File: src/rtl/mul_add_seq_pkg.sv
// mul_add_pkg: shared state type and sizing for the shift-and-add multiply-accumulate unit
package mul_add_pkg;
    typedef enum logic [1:0] {IDLE, RUN, DONE} state_t;
    localparam int W_DEF = 8;
    function automatic int cnt_w(input int w);
        return (w > 1) ? $clog2(w) : 1;
    endfunction
    localparam int CNT_W = cnt_w(W_DEF);
endpackage

File: src/rtl/mul_add_seq_cla_add_2w.sv
// cla_add_2w: 2*W-bit adder from 4-bit CLA groups joined by a lookahead carry unit
module cla_add_2w
    import mul_add_pkg::*;
#(
    parameter int W = W_DEF
) (
    input  logic [2*W-1:0] a,
    input  logic [2*W-1:0] b,
    input  logic           cin,
    output logic [2*W-1:0] sum,
    output logic           cout
);
    localparam int NB = 2 * W;
    localparam int NG = (NB + 3) / 4;
    localparam int PW = NG * 4;
    logic [PW-1:0] ap, bp, p, g;
    logic [PW:0]   cb;
    logic [NG-1:0] gp, gg;
    logic [NG:0]   gc;
    logic          c, pr;
    assign ap = PW'(a);
    assign bp = PW'(b);
    assign p  = ap ^ bp;
    assign g  = ap & bp;
    for (genvar i = 0; i < NG; i++) begin : g_grp
        localparam int B = 4 * i;
        assign gp[i] = &p[B+:4];
        assign gg[i] = g[B+3] | (p[B+3] & g[B+2]) | (p[B+3] & p[B+2] & g[B+1])
                     | (p[B+3] & p[B+2] & p[B+1] & g[B]);
        assign cb[B]   = gc[i];
        assign cb[B+1] = g[B] | (p[B] & gc[i]);
        assign cb[B+2] = g[B+1] | (p[B+1] & g[B]) | (p[B+1] & p[B] & gc[i]);
        assign cb[B+3] = g[B+2] | (p[B+2] & g[B+1]) | (p[B+2] & p[B+1] & g[B])
                       | (p[B+2] & p[B+1] & p[B] & gc[i]);
    end
    // Each group carry is a flat sum of products over lower groups, not a ripple chain
    always_comb begin
        gc = '0;
        gc[0] = cin;
        c = 1'b0;
        pr = 1'b0;
        for (int i = 0; i < NG; i++) begin
            c = 1'b0;
            for (int j = 0; j <= i; j++) begin
                pr = 1'b1;
                for (int k = j + 1; k <= i; k++) pr = pr & gp[k];
                c = c | (gg[j] & pr);
            end
            pr = cin;
            for (int k = 0; k <= i; k++) pr = pr & gp[k];
            gc[i+1] = c | pr;
        end
    end
    assign cb[PW] = gc[NG];
    assign sum    = p[NB-1:0] ^ cb[NB-1:0];
    assign cout   = cb[NB];
endmodule

File: src/rtl/mul_add_seq.sv
// mul_add_seq: sequential N = Q*D + R, one multiplier bit per clock, start/busy/done handshake
module mul_add_seq
    import mul_add_pkg::*;
#(
    parameter int W = W_DEF
) (
    input  logic           clk,
    input  logic           rst,
    input  logic           start,
    input  logic [W-1:0]   Q,
    input  logic [W-1:0]   D,
    input  logic [W-1:0]   R,
    output logic           busy,
    output logic           done,
    output logic [2*W-1:0] N,
    output logic           ovf,
    output logic           rem_err
);
    localparam int CW = cnt_w(W);
    state_t         state_q, state_d;
    logic [W-1:0]   q_sh_q, q_sh_d;
    logic [2*W-1:0] d_sh_q, d_sh_d, acc_q, acc_d, n_q, n_d, pp, sum;
    logic [CW-1:0]  cnt_q, cnt_d;
    logic           ovf_q, ovf_d, rem_err_q, rem_err_d, rem_pend_q, rem_pend_d;
    logic           last, add_cout_unused;
    assign pp   = q_sh_q[0] ? d_sh_q : '0;
    assign last = cnt_q == CW'(W - 1);
    // Result never exceeds 2*W bits, so the carry-out is dropped
    cla_add_2w #(.W(W)) u_add (
        .a    (acc_q),
        .b    (pp),
        .cin  (1'b0),
        .sum  (sum),
        .cout (add_cout_unused)
    );
    always_ff @(posedge clk) begin
        if (rst) begin
            state_q    <= IDLE;
            q_sh_q     <= '0;
            d_sh_q     <= '0;
            acc_q      <= '0;
            cnt_q      <= '0;
            n_q        <= '0;
            ovf_q      <= 1'b0;
            rem_err_q  <= 1'b0;
            rem_pend_q <= 1'b0;
        end else begin
            state_q    <= state_d;
            q_sh_q     <= q_sh_d;
            d_sh_q     <= d_sh_d;
            acc_q      <= acc_d;
            cnt_q      <= cnt_d;
            n_q        <= n_d;
            ovf_q      <= ovf_d;
            rem_err_q  <= rem_err_d;
            rem_pend_q <= rem_pend_d;
        end
    end
    always_comb begin
        state_d = (state_q == IDLE) ? (start ? RUN : IDLE) :
                  (state_q == RUN)  ? (last ? DONE : RUN)  : IDLE;
    end
    always_comb begin
        q_sh_d     = q_sh_q;
        d_sh_d     = d_sh_q;
        acc_d      = acc_q;
        cnt_d      = cnt_q;
        n_d        = n_q;
        ovf_d      = ovf_q;
        rem_err_d  = rem_err_q;
        rem_pend_d = rem_pend_q;
        if (state_q == IDLE && start) begin
            q_sh_d     = Q;
            d_sh_d     = {{W{1'b0}}, D};
            acc_d      = {{W{1'b0}}, R};
            cnt_d      = '0;
            rem_pend_d = (D == '0) | (R >= D);
        end else if (state_q == RUN) begin
            acc_d  = sum;
            d_sh_d = d_sh_q << 1;
            q_sh_d = q_sh_q >> 1;
            cnt_d  = cnt_q + 1'b1;
            if (last) begin
                n_d       = sum;
                ovf_d     = |sum[2*W-1:W];
                rem_err_d = rem_pend_q;
            end
        end
    end
    always_comb begin
        busy = state_q == RUN;
        done = state_q == DONE;
    end
    assign N       = n_q;
    assign ovf     = ovf_q;
    assign rem_err = rem_err_q;
endmodule

File: config.mk
export PLATFORM = sky130hd
export DESIGN_NAME = mul_add_seq
export DESIGN_NICKNAME = d
export VERILOG_FILES = /design/src/rtl/mul_add_seq_pkg.sv /design/src/rtl/mul_add_seq_cla_add_2w.sv /design/src/rtl/mul_add_seq.sv
export SDC_FILE = /design/constraint.sdc
export NUM_CORES = 1
export LEC_CHECK = 0
export BUFFER_PORTS_ARGS = -buffer_cell sky130_fd_sc_hd__buf_2
export CAP_MARGIN = 10
export CORE_MARGIN = 2
export CORE_UTILIZATION = 50
export CTS_CLUSTER_DIAMETER = 200
export CTS_CLUSTER_SIZE = 16
export DETAILED_ROUTE_END_ITERATION = 6
export GPL_TIMING_DRIVEN = 0
export PLACE_DENSITY = 0.71
export SLEW_MARGIN = 40
export SYNTH_ARGS = -nofsm -noshare
export SYNTH_HDL_FRONTEND = slang
export SYNTH_SLANG_ARGS = --single-unit
File: constraint.sdc
create_clock -name clk -period 4.1 [get_ports clk]
set_input_delay 0.82 -clock clk [delete_from_list [all_inputs] [get_ports clk]]
set_output_delay 0.82 -clock clk [all_outputs]
set_load 0.02 [all_outputs]
==> results of run 1 <==
[per-layer routing]
layer	global-route usage, %	vias up
met5	0	-
met4	10.49	0
met3	3.412	16
met2	38.45	103
met1	31.54	1479
li1	-	1596
[power by group through the flow]
stage / combinational (mW) / sequential [mW] / clock [mW]
finish: 0.162 / 0.659 / 0.434
global route: 0.181 / 0.660 / 0.470
CTS: 0.161 / 0.658 / 0.445
detailed placement: 0.160 / 0.672 / 0
global placement: 0.157 / 0.671 / 0
floorplan: 0.106 / 0.668 / 0
[worst paths after layout]
check | endpoint | depth (start not counted)
worst max register to register | ovf$_SDFFE_PP0P_ | 13
worst max-delay path | ovf$_SDFFE_PP0P_ | 13
worst min register to register | N[10]$_SDFFE_PP0P_ | 2
worst min-delay path | N[10]$_SDFFE_PP0P_ | 2
[layout by cell type (no fill, tap or decap), types with 3 or more instances in the layout]
master    count
clkbuf_8      9
a21oi_1      53
nand2_1      86
a211oi_1      6
o21ai_0       6
buf_2        49
dfxtp_1      64
inv_1        19
fa_1          4
buf_1         6
ha_1         25
a21oi_2       4
nand3_1       7
and2_1       16
a21o_1        6
xnor2_1       7
nor3_1        9
xor2_1        4
nor2_1       21
nor4_1        3
clkbuf_1     19
a22oi_1      19
[worst reg2reg max path, stage by stage (launching register included)]
cell	delay (ns)
dfxtp_1	0.47
clkbuf_1	0.33
and2_1	0.26
ha_1	0.28
a41oi_2	0.23
o21ai_4	0.12
a32oi_1	0.29
nand2_1	0.13
fa_1	0.40
xor2_1	0.21
nor2_1	0.15
and4bb_2	0.24
o311ai_1	0.09
o221a_1	0.24
[layout make-up]
type	count	area share [%]
flip-flops and latches	64	32.55
inverters	19	1.812
well taps	80	2.543
clock inverters	1	0.1271
plain buffers	25	2.861
clock buffers	14	3.624
repair buffers	46	5.849
multi-input cells	317	50.64
[logic make-up after synthesis]
logic type | share of synthesized area [%]
xor gates and xnor gates | 2.786
and+or+nand+nor | 21.53
AOI/OAI and AO/OA | 21.96
buffers and inverters | 5.318
DFF | 37.05
adders and majority gates | 11.36
[state kept, by name, summed over array words and instances (netlist names)]
name	cells
state_q	2
rem_pend_q	1
acc_q	16
q_sh_q	8
rem_err	1
cnt_q	3
N	16
ovf	1
d_sh_q	16
==> results.toml, run 1 <==
[sta]
fin_skew_ns = 0.005374
hold_viol = 0
hold_ws_ns = 0.4498
min_period_ns = 3.552
slew_headroom_pct = 58.23
clock.fmax_ghz = 0.2815
tns_ns = 0
worst_slack_ns = 0.5475
maxSlewViolCount = 0
grt_setup_unrepaired = "no"
min_period_over_period_pct = 86.65
setup_viol = 0
worst_pin_slew_ns = 0.6266

[clocking]
postCtsSetupBuffers = 0
clk_path_buf_depth = 2
cts.sinks = 64
cts_tree = "built"
ctsHoldBuffers = 0
cts_buffers = 9
root_buffer = "clkbuf_8"
clk_pin_slew_ns = 0.06
htreeDepth = 3
clkLatencyLatePin_ns = 0.34
cts_resized = 0

[drt]
met3_wirelength_um = 424
vias = 3194
drc_errors = 0
wl_per_cell_um = 15.12
wirelength_met1_mm = 4.003
routed_wl_mm = 8.560
dr.max_layer_used = "met4"
drt_iter0_drc = 262
final_antenna_net_count = 0
firstDrtPassIters = 5
met2WireLength_mm = 3.973
via_per_inst = 5.643

[global_route]
grt_max_degree = 11
grt_pass1_vias = 3020
grt_pass1_wl_mm = 14.01
antenna_found_initial = 0
gr-total-overflow = 0
grt_usage_pct = 23.76

[power_and_ir_drop]
p_int_mw = 0.9169
sw_frac_of_total_pct = 26.93
p_per_area_nw_per_um2 = 318.8
p_seq_share_pct = 52.5
pwr-share-clk_pct = 34.6
power_mw = 1.255
p_switching_mw = 0.3380
pwr-share-comb_pct = 12.9
leakage_nw = 1.663
ir_drop_uv = 206.5

[synth]
async_reset_ff_share_pct = 0
yosys.area.top_type = "dfxtp_1"
seq_area_frac_synth_pct = 37.05
synthCells = 425
yosys_warnings = 0
yosysUniqueCellTypes = 55
synth.most_common_cell = "nand2_1"
synth_common_cells = "nand2_1 (86), dfxtp_1 (64), a21oi_1 (53)"
synth_edf_count = 0
synth_fp_nets = 481
synthFlopType = "dfxtp_1"
synth_area_per_cell_sq_um = 8.137
yosys-top-cells-area = "dfxtp_1 (37%), nand2_1 (9.3%), ha_1 (9.0%), a21oi_1 (7.7%), a22oi_1 (4.1%)"
synth_top_cell_area_share_pct = 37.05
ys_ff_latch = 64
syn-cell-area_sq_um = 3458

[worst_setup_path]
worst-endpoint-required_ns = 4.33
slowest_stage = "dfxtp_1"
cp_max_fo = 10
critPathTopFamily = "compound AO/OA/AOI/OAI gates"
cp-end-kind = "flip-flop"
crit_path_max_incr_delay_ns = 0.47
cp.arrival_ns = 3.78
crit_buf_inv = 1
crit_type = "reg -> reg"
crit_start = "q_sh_q[0]$_SDFFE_PP0P_"
path_cells = "clkbuf_1 -> and2_1 -> ha_1 -> a41oi_2 -> o21ai_4 -> a32oi_1 -> nand2_1 -> fa_1 -> xor2_1 -> nor2_1 -> and4bb_2 -> o311ai_1 -> o221a_1"
startpoint_type = "flip-flop"
reg2reg_slack_ns = 0.55
rr_startpoint = "q_sh_q[0]$_SDFFE_PP0P_"

[finish]
fin_area_sq_um = 3936
syn_to_final_growth_pct = 13.82
multi_input_area_sq_um = 1993
instances_no_fill = 566
final_util_pct = 58.26
layout-drive-gt1-share_pct = 15.64
antenna_cells = 0
layout.nets = 538
fillers = 663
ff_latch_area_sq_um = 1281

[place]
post-place-ws_ns = 0.5465
placed_cell_area_sq_um = 3789
portBuffers = 46
dp_hpwl_mm = 6.513
numPlacedInstances = 551
gp_congestion = 0.8807

[die]
initial_core_util_pct = 51.19
dieArea_sq_um = 7598
core_sq_um = 6756
io_pins = 47
num_rows = 30
die_w_um = 87.17
die_h_um = 87.17

[worst_hold_path]
hold_class = "reg -> reg"
min_from = "N[10]$_SDFFE_PP0P_"

[status]
outcome = "finished clean"

[run]
cap_violations = 0
(Power assumes the default switching activity.)
==> inputs of run 2 (changes only) <==
--- a/config.mk
+++ b/config.mk
@@ -8,12 +8,11 @@
 export BUFFER_PORTS_ARGS = -buffer_cell sky130_fd_sc_hd__buf_2
 export CAP_MARGIN = 10
 export CORE_MARGIN = 2
-export CORE_UTILIZATION = 50
+export CORE_UTILIZATION = 40
 export CTS_CLUSTER_DIAMETER = 200
 export CTS_CLUSTER_SIZE = 16
 export DETAILED_ROUTE_END_ITERATION = 6
 export GPL_TIMING_DRIVEN = 0
-export PLACE_DENSITY = 0.71
 export SLEW_MARGIN = 40
 export SYNTH_ARGS = -nofsm -noshare
 export SYNTH_HDL_FRONTEND = slang
==> results.toml, run 2 (synthesis results as in run 1) <==
[die]
io_pins = 47
die_h_um = 96.98
die_w_um = 96.98
core_sq_um = 8299
dieArea_sq_um = 9405
num_rows = 33
initial_core_util_pct = 41.67

[finish]
antenna_cells = 0
fillers = 812
layout-drive-gt1-share_pct = 16.43
syn_to_final_growth_pct = 16.21
final_common_cell = "nand2_1"
layout.nets = 538
final_cell_mix = "nand2_1 (86), dfxtp_1 (64), a21oi_1 (53)"

[worst_hold_path]
hold_class = "reg -> reg"
min_from = "N[10]$_SDFFE_PP0P_"
hold_end = "N[10]$_SDFFE_PP0P_"
hold_depth = 2

[clocking]
cts_tree = "built"
clkLatencyLatePin_ns = 0.34
cts_resized = 0
htreeDepth = 3
clk_pin_slew_ns = 0.07
cts.sinks = 64
clk_path_buf_depth = 2
ctsHoldBuffers = 0
cts_buffers = 9
postCtsSetupBuffers = 0
root_buffer = "clkbuf_8"

[sta]
setup_viol = 0
min_period_ns = 3.523
worst_pin_slew_ns = 0.6297
grt_setup_unrepaired = "no"
clock.fmax_ghz = 0.2839
tns_ns = 0
fin_skew_ns = 0.009985
slew_headroom_pct = 58.02
worst_slack_ns = 0.5772
maxSlewViolCount = 0
hold_viol = 0
min_period_over_period_pct = 85.92

[power_and_ir_drop]
ir_drop_uv = 170.4
p_per_area_nw_per_um2 = 342.2
power_mw = 1.375
leakage_nw = 1.692

[place]
portBuffers = 46
dp_hpwl_mm = 6.669
post-place-ws_ns = 0.5889
gp_congestion = 0.8693

[worst_setup_path]
path_cells = "clkbuf_1 -> and2_1 -> ha_1 -> a41oi_2 -> o21ai_4 -> a32oi_1 -> nand2_1 -> fa_1 -> xor2_1 -> nor2_1 -> and4bb_2 -> o311ai_1 -> o221a_1"
cp-end-kind = "flip-flop"
slowest_stage = "dfxtp_1"
reg2reg_slack_ns = 0.58
cp_max_fo = 10
startpoint_type = "flip-flop"
worst_r2r_endpoint = "ovf$_SDFFE_PP0P_"
crit_buf_inv = 1
crit_type = "reg -> reg"
critPathTopFamily = "compound AO/OA/AOI/OAI gates"
worst-endpoint-required_ns = 4.34
cp.arrival_ns = 3.76
rr_startpoint = "q_sh_q[0]$_SDFFE_PP0P_"
r2r.worst_path.cells = 13
crit_path_max_incr_delay_ns = 0.46

[global_route]
grt_pass1_wl_mm = 14.72
antenna_found_initial = 0
grt_max_degree = 11
grt_pass1_vias = 2946
gr-total-overflow = 0
grt_usage_pct = 19.36

[drt]
drt_iter0_drc = 165
wl_per_cell_um = 15.03
routed_wl_mm = 8.898
via_per_inst = 5.370
firstDrtPassIters = 4
drc_errors = 0
vias = 3179
final_antenna_net_count = 0

[status]
outcome = "finished clean"

[run]
cap_violations = 0
==> run 2: cell types whose count changed in the layout (fill, tap and decap cells not counted) <==
cell,delta
clkinv_2,+1
clkbuf_1,-3
clkbuf_8,+2
bufinv_16,+1
==> run 2: metrics by stage <==
step,hold slack (ns),instance area (sq um),std cells,utilization [%]
floorplan,0.4288,3458,425,-
global placement,0.4415,3820,576,46.03
detailed placement,0.4432,3820,576,46.03
CTS,0.4538,4019,592,48.42
global route,0.4661,4019,592,48.42
finish,0.4519,4019,592,48.42
==> run 2: area by class of cell <==
cell class / count / area, sq um / share of cell area, %
multi-input combinational: 317 / 1993 / 49.60
sequential: 64 / 1281 / 31.88
timing repair buffer: 46 / 230.2 / 5.729
clock buffer: 13 / 158.9 / 3.954
tap: 105 / 131.4 / 3.269
buffer: 25 / 112.6 / 2.802
inverter: 19 / 71.32 / 1.775
clock inverter: 3 / 40.04 / 0.9963
==> run 2: worst max path at each step <==
stage                                 startpoint                to  slack (ns)  cells after the start
after floorplan           q_sh_q[0]$_SDFFE_PP0P_  ovf$_SDFFE_PP0P_        1.12                     13
after detailed placement  q_sh_q[0]$_SDFFE_PP0P_  ovf$_SDFFE_PP0P_        0.59                     13
after global placement    q_sh_q[0]$_SDFFE_PP0P_  ovf$_SDFFE_PP0P_        0.57                     13
after global routing      q_sh_q[0]$_SDFFE_PP0P_  ovf$_SDFFE_PP0P_        0.29                     13
final                     q_sh_q[0]$_SDFFE_PP0P_  ovf$_SDFFE_PP0P_        0.58                     13
after CTS                 q_sh_q[0]$_SDFFE_PP0P_  ovf$_SDFFE_PP0P_        0.58                     13
==> run 2: power by group <==
part	switching (mW)	leakage (nW)	internal, mW
clock	0.241	0.103	0.313
combinational	0.107	1.07	0.0568
sequential	0.0144	0.520	0.643
total	0.362	1.69	1.01
==> run 2: routing by layer <==
layer	vias up	part of all wire, %	track usage [%]
met4	0	1.6	6.501
li1	1604	-	-
met3	13	4.6	3.035
met5	-	0	0
met1	1482	50	27.70
met2	80	44	29.70
==> run 2: worst reg2reg max path: stages, from the launching register on <==
cell and delay, ns:
dfxtp_1 0.46, clkbuf_1 0.33, and2_1 0.28, ha_1 0.29
a41oi_2 0.23, o21ai_4 0.13, a32oi_1 0.31, nand2_1 0.11
fa_1 0.39, xor2_1 0.21, nor2_1 0.13, and4bb_2 0.23
o311ai_1 0.10, o221a_1 0.24
==> inputs of run 3 (changes only) <==
--- a/config.mk
+++ b/config.mk
@@ -8,7 +8,7 @@
 export BUFFER_PORTS_ARGS = -buffer_cell sky130_fd_sc_hd__buf_2
 export CAP_MARGIN = 10
 export CORE_MARGIN = 2
-export CORE_UTILIZATION = 40
+export CORE_UTILIZATION = 44
 export CTS_CLUSTER_DIAMETER = 200
 export CTS_CLUSTER_SIZE = 16
 export DETAILED_ROUTE_END_ITERATION = 6
==> results.toml, run 3 (synthesis results as in run 1) <==
[global_route]
grt_util_met3_pct = 4.068
gr-total-overflow = 0
use_met1_pct = 29.91
grt_pass1_vias = 3054
grt.busiest_layer = "met2"
grt_pass1_wl_mm = 14.72
gr-usage-met2_pct = 34.43
antenna_found_initial = 0
grt_usage_pct = 21.78
grt_max_degree = 11

[clocking]
cts_resized = 0
htreeDepth = 3
clk_path_buf_depth = 2
root_buffer = "clkbuf_8"
postCtsSetupBuffers = 0
cts_buffers = 9
cts_tree = "built"
ctsHoldBuffers = 0
cts.sinks = 64
clkLatencyLatePin_ns = 0.34
clk_pin_slew_ns = 0.07

[power_and_ir_drop]
p_per_area_nw_per_um2 = 342.2
leakage_nw = 1.692
ir_drop_uv = 153.9

[place]
post-place-ws_ns = 0.5633
placed_cell_area_sq_um = 3816
portBuffers = 46
gp_congestion = 0.8604
dp_hpwl_mm = 6.537

[worst_setup_path]
worst-endpoint-required_ns = 4.33
crit_path_max_incr_delay_ns = 0.48
path_cells = "clkbuf_1 -> and2_1 -> ha_1 -> a41oi_2 -> o21ai_4 -> a32oi_1 -> nand2_1 -> fa_1 -> xor2_1 -> nor2_1 -> and4bb_2 -> o311ai_1 -> o221a_1"
crit_type = "reg -> reg"
cp_max_fo = 10
startpoint_type = "flip-flop"
cp-end-kind = "flip-flop"
reg2reg_slack_ns = 0.55
slowest_stage = "dfxtp_1"
cp.arrival_ns = 3.78

[die]
die_h_um = 92.66
initial_core_util_pct = 44.99
core_sq_um = 7687
io_pins = 47
num_rows = 32
die_w_um = 92.66
dieArea_sq_um = 8585

[drt]
wl_per_cell_um = 14.74
firstDrtPassIters = 5
vias = 3098
via_per_inst = 5.260
drt_iter0_drc = 137
final_antenna_net_count = 0
routed_wl_mm = 8.684
drc_errors = 0

[finish]
fin_area_sq_um = 4015
final_util_pct = 52.23
syn_to_final_growth_pct = 16.10
final_cell_mix = "nand2_1 (86), dfxtp_1 (64), a21oi_1 (53)"
layout.nets = 538
antenna_cells = 0
final_common_cell = "nand2_1"
layout-drive-gt1-share_pct = 16.43
fillers = 785

[sta]
fin_skew_ns = 0.009810
worst_pin_slew_ns = 0.6483
min_period_ns = 3.553
worst_slack_ns = 0.5469
clock.fmax_ghz = 0.2814
min_period_over_period_pct = 86.66
setup_viol = 0
hold_viol = 0
maxSlewViolCount = 0
slew_headroom_pct = 56.78
tns_ns = 0
grt_setup_unrepaired = "no"

[worst_hold_path]
hold_class = "reg -> reg"

[status]
outcome = "finished clean"

[run]
cap_violations = 0
run 3: critical path, delay by kind of cell (launching register included):
| family | cells | cell delay (ns) |
|---|---|---|
| AO/OA/AOI/OAI | 5 | 0.98 |
| XOR/XNOR | 1 | 0.20 |
| adder cells (fa/ha/maj) | 2 | 0.67 |
| buffers and inverters | 1 | 0.33 |
| flip-flops | 1 | 0.48 |
| AND/OR/NAND/NOR | 4 | 0.78 |
run 3: where the power goes:
part	switching, mW	leakage, nW	total, mW	internal, mW
clock network	0.241	0.103	0.553	0.313
registers	0.0147	0.520	0.658	0.643
logic	0.106	1.07	0.163	0.0569
run 3: worst paths after layout:
path	startpoint	cells past startpoint	end
setup / recovery	q_sh_q[0]$_SDFFE_PP0P_	13	ovf$_SDFFE_PP0P_
hold / removal	N[10]$_SDFFE_PP0P_	2	N[10]$_SDFFE_PP0P_
setup reg to reg	q_sh_q[0]$_SDFFE_PP0P_	13	ovf$_SDFFE_PP0P_
hold reg to reg	N[10]$_SDFFE_PP0P_	2	N[10]$_SDFFE_PP0P_
run 3: per-stage QoR:
stage,hold WS [ns],power (mW),cells
final,0.4520,1.374,589
after global placement,0.4418,0.8309,573
after CTS,0.4537,1.384,589
after floorplan,0.4288,0.7739,425
after detailed placement,0.4442,0.8336,573
after global routing,0.4759,1.436,589
run 3: cell type report:
class                      count  area (sq um)  area share [%]
clock inverter                 3         40.04          0.9972
tap                          102         127.6           3.179
clock buffer                  13         158.9           3.958
timing repair buffer          46         230.2           5.734
inverter                      19         71.32           1.776
multi-input combinational    317          1993           49.64
sequential                    64          1281           31.91
buffer                        25         112.6           2.805
run 3: per-layer routing:
layer / wire (um) / share of wire (%)
met5: 0 / 0
met4: 102 / 1.2
met3: 579 / 6.7
met2: 3778 / 44
met1: 4224 / 49
